[src/rtl/funct_seq_gen_pkg.sv]
// rtl/funct_seq_gen_pkg.sv - opcode/funct constants and FSM state type for funct_seq_gen
package funct_seq_gen_pkg;

  localparam logic [5:0] OP_SPECIAL = 6'h00;
  localparam logic [5:0] OP_J       = 6'h02;
  localparam logic [5:0] OP_JAL     = 6'h03;
  localparam logic [5:0] OP_BEQ     = 6'h04;
  localparam logic [5:0] OP_BNE     = 6'h05;
  localparam logic [5:0] OP_ADDI    = 6'h08;
  localparam logic [5:0] OP_ADDIU   = 6'h09;
  localparam logic [5:0] OP_SLTI    = 6'h0A;
  localparam logic [5:0] OP_SLTIU   = 6'h0B;
  localparam logic [5:0] OP_ANDI    = 6'h0C;
  localparam logic [5:0] OP_ORI     = 6'h0D;
  localparam logic [5:0] OP_XORI    = 6'h0E;
  localparam logic [5:0] OP_LUI     = 6'h0F;
  localparam logic [5:0] OP_LB      = 6'h20;
  localparam logic [5:0] OP_LH      = 6'h21;
  localparam logic [5:0] OP_LW      = 6'h23;
  localparam logic [5:0] OP_LBU     = 6'h24;
  localparam logic [5:0] OP_LHU     = 6'h25;
  localparam logic [5:0] OP_SB      = 6'h28;
  localparam logic [5:0] OP_SH      = 6'h29;
  localparam logic [5:0] OP_SW      = 6'h2B;

  localparam logic [5:0] FUNCT_NOP   = 6'h00;
  localparam logic [5:0] FUNCT_SRL   = 6'h02;
  localparam logic [5:0] FUNCT_SRA   = 6'h03;
  localparam logic [5:0] FUNCT_SLLV  = 6'h04;
  localparam logic [5:0] FUNCT_SRLV  = 6'h06;
  localparam logic [5:0] FUNCT_SRAV  = 6'h07;
  localparam logic [5:0] FUNCT_JR    = 6'h08;
  localparam logic [5:0] FUNCT_JALR  = 6'h09;
  localparam logic [5:0] FUNCT_MFHI  = 6'h10;
  localparam logic [5:0] FUNCT_MTHI  = 6'h11;
  localparam logic [5:0] FUNCT_MFLO  = 6'h12;
  localparam logic [5:0] FUNCT_MTLO  = 6'h13;
  localparam logic [5:0] FUNCT_MULT  = 6'h18;
  localparam logic [5:0] FUNCT_MULTU = 6'h19;
  localparam logic [5:0] FUNCT_DIV   = 6'h1A;
  localparam logic [5:0] FUNCT_DIVU  = 6'h1B;
  localparam logic [5:0] FUNCT_ADD   = 6'h20;
  localparam logic [5:0] FUNCT_ADDU  = 6'h21;
  localparam logic [5:0] FUNCT_SUB   = 6'h22;
  localparam logic [5:0] FUNCT_SUBU  = 6'h23;
  localparam logic [5:0] FUNCT_AND   = 6'h24;
  localparam logic [5:0] FUNCT_OR    = 6'h25;
  localparam logic [5:0] FUNCT_XOR   = 6'h26;
  localparam logic [5:0] FUNCT_NOR   = 6'h27;
  localparam logic [5:0] FUNCT_SLT   = 6'h2A;
  localparam logic [5:0] FUNCT_SLTU  = 6'h2B;

  typedef enum logic [1:0] {
    ST_EMPTY = 2'd0,
    ST_FULL  = 2'd1,
    ST_MULTI = 2'd2
  } state_t;

  // SPECIAL funct codes that name a real instruction (mul/div handled separately)
  function automatic logic special_defined(input logic [5:0] f);
    return f inside {FUNCT_NOP, FUNCT_SRL, FUNCT_SRA, FUNCT_SLLV, FUNCT_SRLV, FUNCT_SRAV,
                     FUNCT_JR, FUNCT_JALR, FUNCT_MFHI, FUNCT_MTHI, FUNCT_MFLO, FUNCT_MTLO,
                     FUNCT_ADD, FUNCT_ADDU, FUNCT_SUB, FUNCT_SUBU, FUNCT_AND, FUNCT_OR,
                     FUNCT_XOR, FUNCT_NOR, FUNCT_SLT, FUNCT_SLTU};
  endfunction

endpackage

[src/rtl/funct_seq_gen_decode.sv]
// rtl/funct_seq_gen_decode.sv - combinational {op, funct_in} to ALU funct map
module funct_decode
  import funct_seq_gen_pkg::*;
#(
  parameter int OP_W        = 6,
  parameter int FUNCT_W     = 6,
  parameter int EN_MULDIV   = 1,
  parameter int CHK_SPECIAL = 1
) (
  input  logic [OP_W-1:0]    op,
  input  logic [FUNCT_W-1:0] funct_in,
  output logic [FUNCT_W-1:0] funct,
  output logic               ri,
  output logic               is_mul,
  output logic               is_div
);

  logic fi_mul;
  logic fi_div;

  assign fi_mul = (funct_in == FUNCT_W'(FUNCT_MULT)) || (funct_in == FUNCT_W'(FUNCT_MULTU));
  assign fi_div = (funct_in == FUNCT_W'(FUNCT_DIV))  || (funct_in == FUNCT_W'(FUNCT_DIVU));

  always_comb begin
    funct  = FUNCT_W'(FUNCT_NOP);
    ri     = 1'b0;
    is_mul = 1'b0;
    is_div = 1'b0;
    case (op)
      OP_W'(OP_SPECIAL): begin
        if (fi_mul || fi_div) begin
          if (EN_MULDIV != 0) begin
            funct  = funct_in;
            is_mul = fi_mul;
            is_div = fi_div;
          end else begin
            ri = 1'b1;
          end
        end else if ((CHK_SPECIAL != 0) && !special_defined(6'(funct_in))) begin
          ri = 1'b1;
        end else begin
          funct = funct_in;
        end
      end
      OP_W'(OP_ORI), OP_W'(OP_LUI), OP_W'(OP_JAL):
        funct = FUNCT_W'(FUNCT_OR);
      OP_W'(OP_LB), OP_W'(OP_LBU), OP_W'(OP_LH), OP_W'(OP_LHU), OP_W'(OP_LW),
      OP_W'(OP_SB), OP_W'(OP_SH), OP_W'(OP_SW), OP_W'(OP_ADDIU):
        funct = FUNCT_W'(FUNCT_ADDU);
      OP_W'(OP_ADDI):  funct = FUNCT_W'(FUNCT_ADD);
      OP_W'(OP_ANDI):  funct = FUNCT_W'(FUNCT_AND);
      OP_W'(OP_XORI):  funct = FUNCT_W'(FUNCT_XOR);
      OP_W'(OP_SLTI):  funct = FUNCT_W'(FUNCT_SLT);
      OP_W'(OP_SLTIU): funct = FUNCT_W'(FUNCT_SLTU);
      OP_W'(OP_J), OP_W'(OP_BEQ), OP_W'(OP_BNE): ri = 1'b0;
      default: ri = 1'b1;
    endcase
  end

endmodule

[src/rtl/funct_seq_gen.sv]
// rtl/funct_seq_gen.sv - registered ALU funct generator with mul/div busy sequencing
module funct_seq_gen
  import funct_seq_gen_pkg::*;
#(
  parameter int OP_W        = 6,
  parameter int FUNCT_W     = 6,
  parameter int EN_MULDIV   = 1,
  parameter int MUL_CYCLES  = 4,
  parameter int DIV_CYCLES  = 33,
  parameter int CHK_SPECIAL = 1
) (
  input  logic               clk,
  input  logic               rst,
  input  logic               flush,
  input  logic               in_valid,
  output logic               in_ready,
  input  logic [OP_W-1:0]    op,
  input  logic [FUNCT_W-1:0] funct_in,
  output logic               out_valid,
  input  logic               out_ready,
  output logic [FUNCT_W-1:0] funct,
  output logic               ri,
  output logic               busy
);

  localparam int LAT_MAX = (MUL_CYCLES > DIV_CYCLES) ? MUL_CYCLES : DIV_CYCLES;
  localparam int CNT_W   = (LAT_MAX > 1) ? $clog2(LAT_MAX) : 1;
  localparam logic [CNT_W-1:0] MUL_LOAD = CNT_W'(MUL_CYCLES - 1);
  localparam logic [CNT_W-1:0] DIV_LOAD = CNT_W'(DIV_CYCLES - 1);

  state_t             state;
  logic [CNT_W-1:0]   cnt;
  logic [FUNCT_W-1:0] dec_funct;
  logic               dec_ri;
  logic               dec_is_mul;
  logic               dec_is_div;
  logic               fire;

  funct_decode #(
    .OP_W       (OP_W),
    .FUNCT_W    (FUNCT_W),
    .EN_MULDIV  (EN_MULDIV),
    .CHK_SPECIAL(CHK_SPECIAL)
  ) u_decode (
    .op      (op),
    .funct_in(funct_in),
    .funct   (dec_funct),
    .ri      (dec_ri),
    .is_mul  (dec_is_mul),
    .is_div  (dec_is_div)
  );

  assign in_ready = !flush && ((state == ST_EMPTY) || ((state == ST_FULL) && out_ready));
  assign fire     = in_valid && in_ready;

  always_ff @(posedge clk or negedge rst) begin
    if (!rst) begin
      state     <= ST_EMPTY;
      funct     <= FUNCT_W'(FUNCT_NOP);
      ri        <= 1'b0;
      out_valid <= 1'b0;
      busy      <= 1'b0;
      cnt       <= '0;
    end else if (flush) begin
      state     <= ST_EMPTY;
      funct     <= FUNCT_W'(FUNCT_NOP);
      ri        <= 1'b0;
      out_valid <= 1'b0;
      busy      <= 1'b0;
      cnt       <= '0;
    end else begin
      case (state)
        ST_EMPTY, ST_FULL: begin
          if (fire) begin
            funct <= dec_funct;
            ri    <= dec_ri;
            if (dec_is_mul || dec_is_div) begin
              state     <= ST_MULTI;
              out_valid <= 1'b0;
              busy      <= 1'b1;
              cnt       <= dec_is_mul ? MUL_LOAD : DIV_LOAD;
            end else begin
              state     <= ST_FULL;
              out_valid <= 1'b1;
            end
          end else if ((state == ST_FULL) && out_ready) begin
            state     <= ST_EMPTY;
            out_valid <= 1'b0;
          end
        end
        ST_MULTI: begin
          // cnt reaching zero marks the last busy cycle; funct is already loaded
          if (cnt == '0) begin
            state     <= ST_FULL;
            out_valid <= 1'b1;
            busy      <= 1'b0;
          end else begin
            cnt <= cnt - 1'b1;
          end
        end
        default: begin
          state     <= ST_EMPTY;
          out_valid <= 1'b0;
          busy      <= 1'b0;
        end
      endcase
    end
  end

endmodule

[config.mk]
export PLATFORM = sky130hd
export DESIGN_NAME = funct_seq_gen
export DESIGN_NICKNAME = d
export VERILOG_FILES = /design/src/rtl/funct_seq_gen_pkg.sv /design/src/rtl/funct_seq_gen_decode.sv /design/src/rtl/funct_seq_gen.sv
export SDC_FILE = /design/constraint.sdc
export NUM_CORES = 1
export LEC_CHECK = 0
export CORE_UTILIZATION = 45
export DETAILED_ROUTE_END_ITERATION = 10
export PLACE_DENSITY = 0.75
export SKIP_CTS_REPAIR_TIMING = 1
export SYNTH_ARGS = -nofsm -noshare
export SYNTH_HDL_FRONTEND = slang
export SYNTH_HIERARCHICAL = 1
export SYNTH_SLANG_ARGS = --single-unit
[constraint.sdc]
create_clock -name clk -period 1.3 [get_ports clk]
set_input_delay 0.26 -clock clk [delete_from_list [all_inputs] [get_ports clk]]
set_output_delay 0.26 -clock clk [all_outputs]
set_load 0.05 [all_outputs]
==> flow_summary.json <==
{
  "fin_hold_ws_ns": 0.274,
  "hp-class": "in -> async",
  "crit_fanout": 4,
  "cts_tree": "built",
  "die_y_um": 54.0,
  "async_flop_share": 1.00,
  "ys_ff_latch": 16,
  "place.gp.congestion": 0.878,
  "ios": 27,
  "initial_core_util": 0.483,
  "cts_sinks": 16,
  "synth-compound-area-share": 0.232,
  "critPathLaunchType": "input pin",
  "end_kind": "flop",
  "syn_to_final_growth_pct": 76.2,
  "clk_latency_ns": 0.29,
  "max_cap_viol_count": 0,
  "setup_viol": 18,
  "vias": 1397,
  "layout_min_cycle_time_ns": 1.76,
  "final_util": 0.851,
  "dieArea_um2": 2920,
  "syn_inst": 129,
  "port_buffers": 26,
  "fin_ws_ns": -0.457,
  "slew_viol_final": 0,
  "fin_worst_skew_ns": 0.0205,
  "syn_area_um2": 1220,
  "grt_usage": 0.268,
  "drc": 0,
  "wirelength_mm": 4.26,
  "synth_nets": 148,
  "std_cell_rows": 18,
  "clkTransAtPathRegs_ns": 0.11,
  "antenna_left": 0,
  "r2r-start": "out_valid",
  "synth_ff_type": "dfrtp_1",
  "worstPathArrival_ns": 1.94,
  "grt_pass1_wl_mm": 5.55,
  "startpoint": "op[3]",
  "slew_headroom": 0.710,
  "drtIter0Drc": 30,
  "first_pass_iters": 4,
  "cts_buffers": 3,
  "synth_mux_area_frac": 0.0770,
  "worstMarginPinSlew_ns": 0.435,
  "crit_end": "cnt[1]",
  "reg2reg_setup_slack_ns": -0.32,
  "ir_drop_v": 0.000918,
  "ff2ff_path_depth": 5,
  "synth_enable_flop_cells": 0,
  "rsz0062_at_grt": "yes",
  "grt_pass1_vias": 1241,
  "core_um2": 2520,
  "wl_per_cell_um": 18.2,
  "antenna_found_initial": 0,
  "yosysWarnings": 6,
  "leakage_nw": 0.988,
  "dpl.hpwl_mm": 2.94,
  "finalCritPeriodShare": 1.35,
  "synth_top_family_by_area": "simple AND/OR/NAND/NOR gates",
  "grt_max_degree": 17,
  "diodes": 0,
  "place_inst": 224,
  "die_x_um": 54.0,
  "cts_root_buf": "clkbuf_4",
  "final_area_um2": 2150,
  "status": "finished with violations",
  "synth_top_area_cell": "dfrtp_1",
  "syn_avg_cell_area_um2": 9.45,
  "dpl_cell_area_um2": 1960,
  "htreeDepth": 1,
  "cp_data_required_time_ns": 1.49,
  "max_freq_mhz": 569,
  "yosysTopAreaCellShare": 0.329,
  "clock_path_buffers": 2,
  "final_cells": 234,
  "final_hold_viol_count": 0,
  "powerDensity_nw_per_um2": 939,
  "violations": "setup timing",
  "yosys-top-cells-area": "dfrtp_1, mux2_2, nor2b_1, a21oi_1, nor4_4",
  "synth-seq-area-share": 0.329,
  "synth-simple-area-share": 0.309,
  "synthAdderAreaFrac": 0.0205,
  "reg2reg_to": "cnt[1]",
  "layout.nets": 224,
  "avgViaCountPerCell": 5.97,
  "yosysUniqueCellTypes": 54,
  "critPathKind": "in -> reg",
  "synth-xor-area-share": 0.00719,
  "grt_overflow_total": 0,
  "drive_above_1_share": 0.559
}
==> worst min-delay path by stage <==
stage | slack [ns] | start | to
final | 0.27 | rst | cnt[4]
after CTS | 0.28 | rst | cnt[4]
after global placement | 0.56 | busy | busy
after global routing | 0.29 | rst | busy
after detailed placement | 0.57 | busy | busy
after floorplan | -0.04 | rst | busy
==> report_power, final <==
part / switching [W] / internal, W / leakage (nW) / total, W
Combinational: 0.000506 / 0.000595 / 0.758 / 0.00110
Clock: 0.000155 / 0.000119 / 0.0150 / 0.000274
Sequential: 0.0000808 / 0.000560 / 0.215 / 0.000641
Total: 0.000741 / 0.00127 / 0.988 / 0.00202
==> layout by cell type, fill, tap and decap left out, types with 3 or more instances in the layout <==
cell / n
buf_4: 38
dfrtp_1: 15
buf_6: 12
nor2b_1: 11
buf_12: 10
a21oi_1: 7
inv_1: 6
nand2_1: 6
nor2_1: 6
clkbuf_2: 6
mux2_2: 5
clkdlybuf4s50_1: 4
mux2_4: 3
clkbuf_4: 3
nor2_4: 3
a21oi_2: 3
o21ai_0: 3
a32o_2: 3
==> cell families after synthesis <==
kind of cell               Yosys count
and+or+nand+nor                     55
AOI/OAI and AO/OA                   39
DFF                                 16
buffers and inverters                8
muxes                                8
adders and majority gates            2
xor gates and xnor gates             1
==> metrics by stage <==
step           setup TNS, ns  total power, W  setup WS, ns
3_5_place_dp          -15.66         0.00165         -1.19
5_1_grt                -6.33         0.00214        -0.544
6_report               -5.35         0.00202        -0.457
3_3_place_gp          -14.56         0.00162         -1.12
4_1_cts               -10.96         0.00193        -0.868
2_1_floorplan          -7.93         0.00115        -0.609
==> critical path: stages <==
cell	delay, ns
buf_8	0.10
nor2_4	0.13
nand3_2	0.13
nor4b_4	0.29
and3b_2	0.28
o21ai_4	0.08
o31a_1	0.28
nand2_2	0.10
mux2_4	0.29
==> area by class of cell <==
type	count	area, um2
multi-input combinational	105	928
fill	134	375
timing repair buffer	73	731
inverter	6	22.5
tap	30	37.5
sequential	16	402
clock buffer	4	26.3
==> sequential cells by signal, indices dropped and copies added, names as in the netlist <==
| signal | cells |
|---|---|
| state | 1 |
| funct | 6 |
| out_valid | 1 |
| busy | 1 |
| ri | 1 |
| cnt | 6 |
==> cell usage after synthesis, types with 4 or more instances <==
library cell and count:
dfrtp_1 16, a21oi_1 10, nor2b_1 11, o21ai_0 4, nand2_1 7, inv_1 6, nor2_1 9, mux2_2 7
==> routing by layer <==
layer	GRT usage	routed length (um)	vias to the layer above
met3	0.0452	350	10
met1	0.352	1820	666
li1	-	-	642
met5	0	0	-
met4	0.0598	80	0
met2	0.455	2010	79
Note: power is estimated with default switching activity, not from simulation.
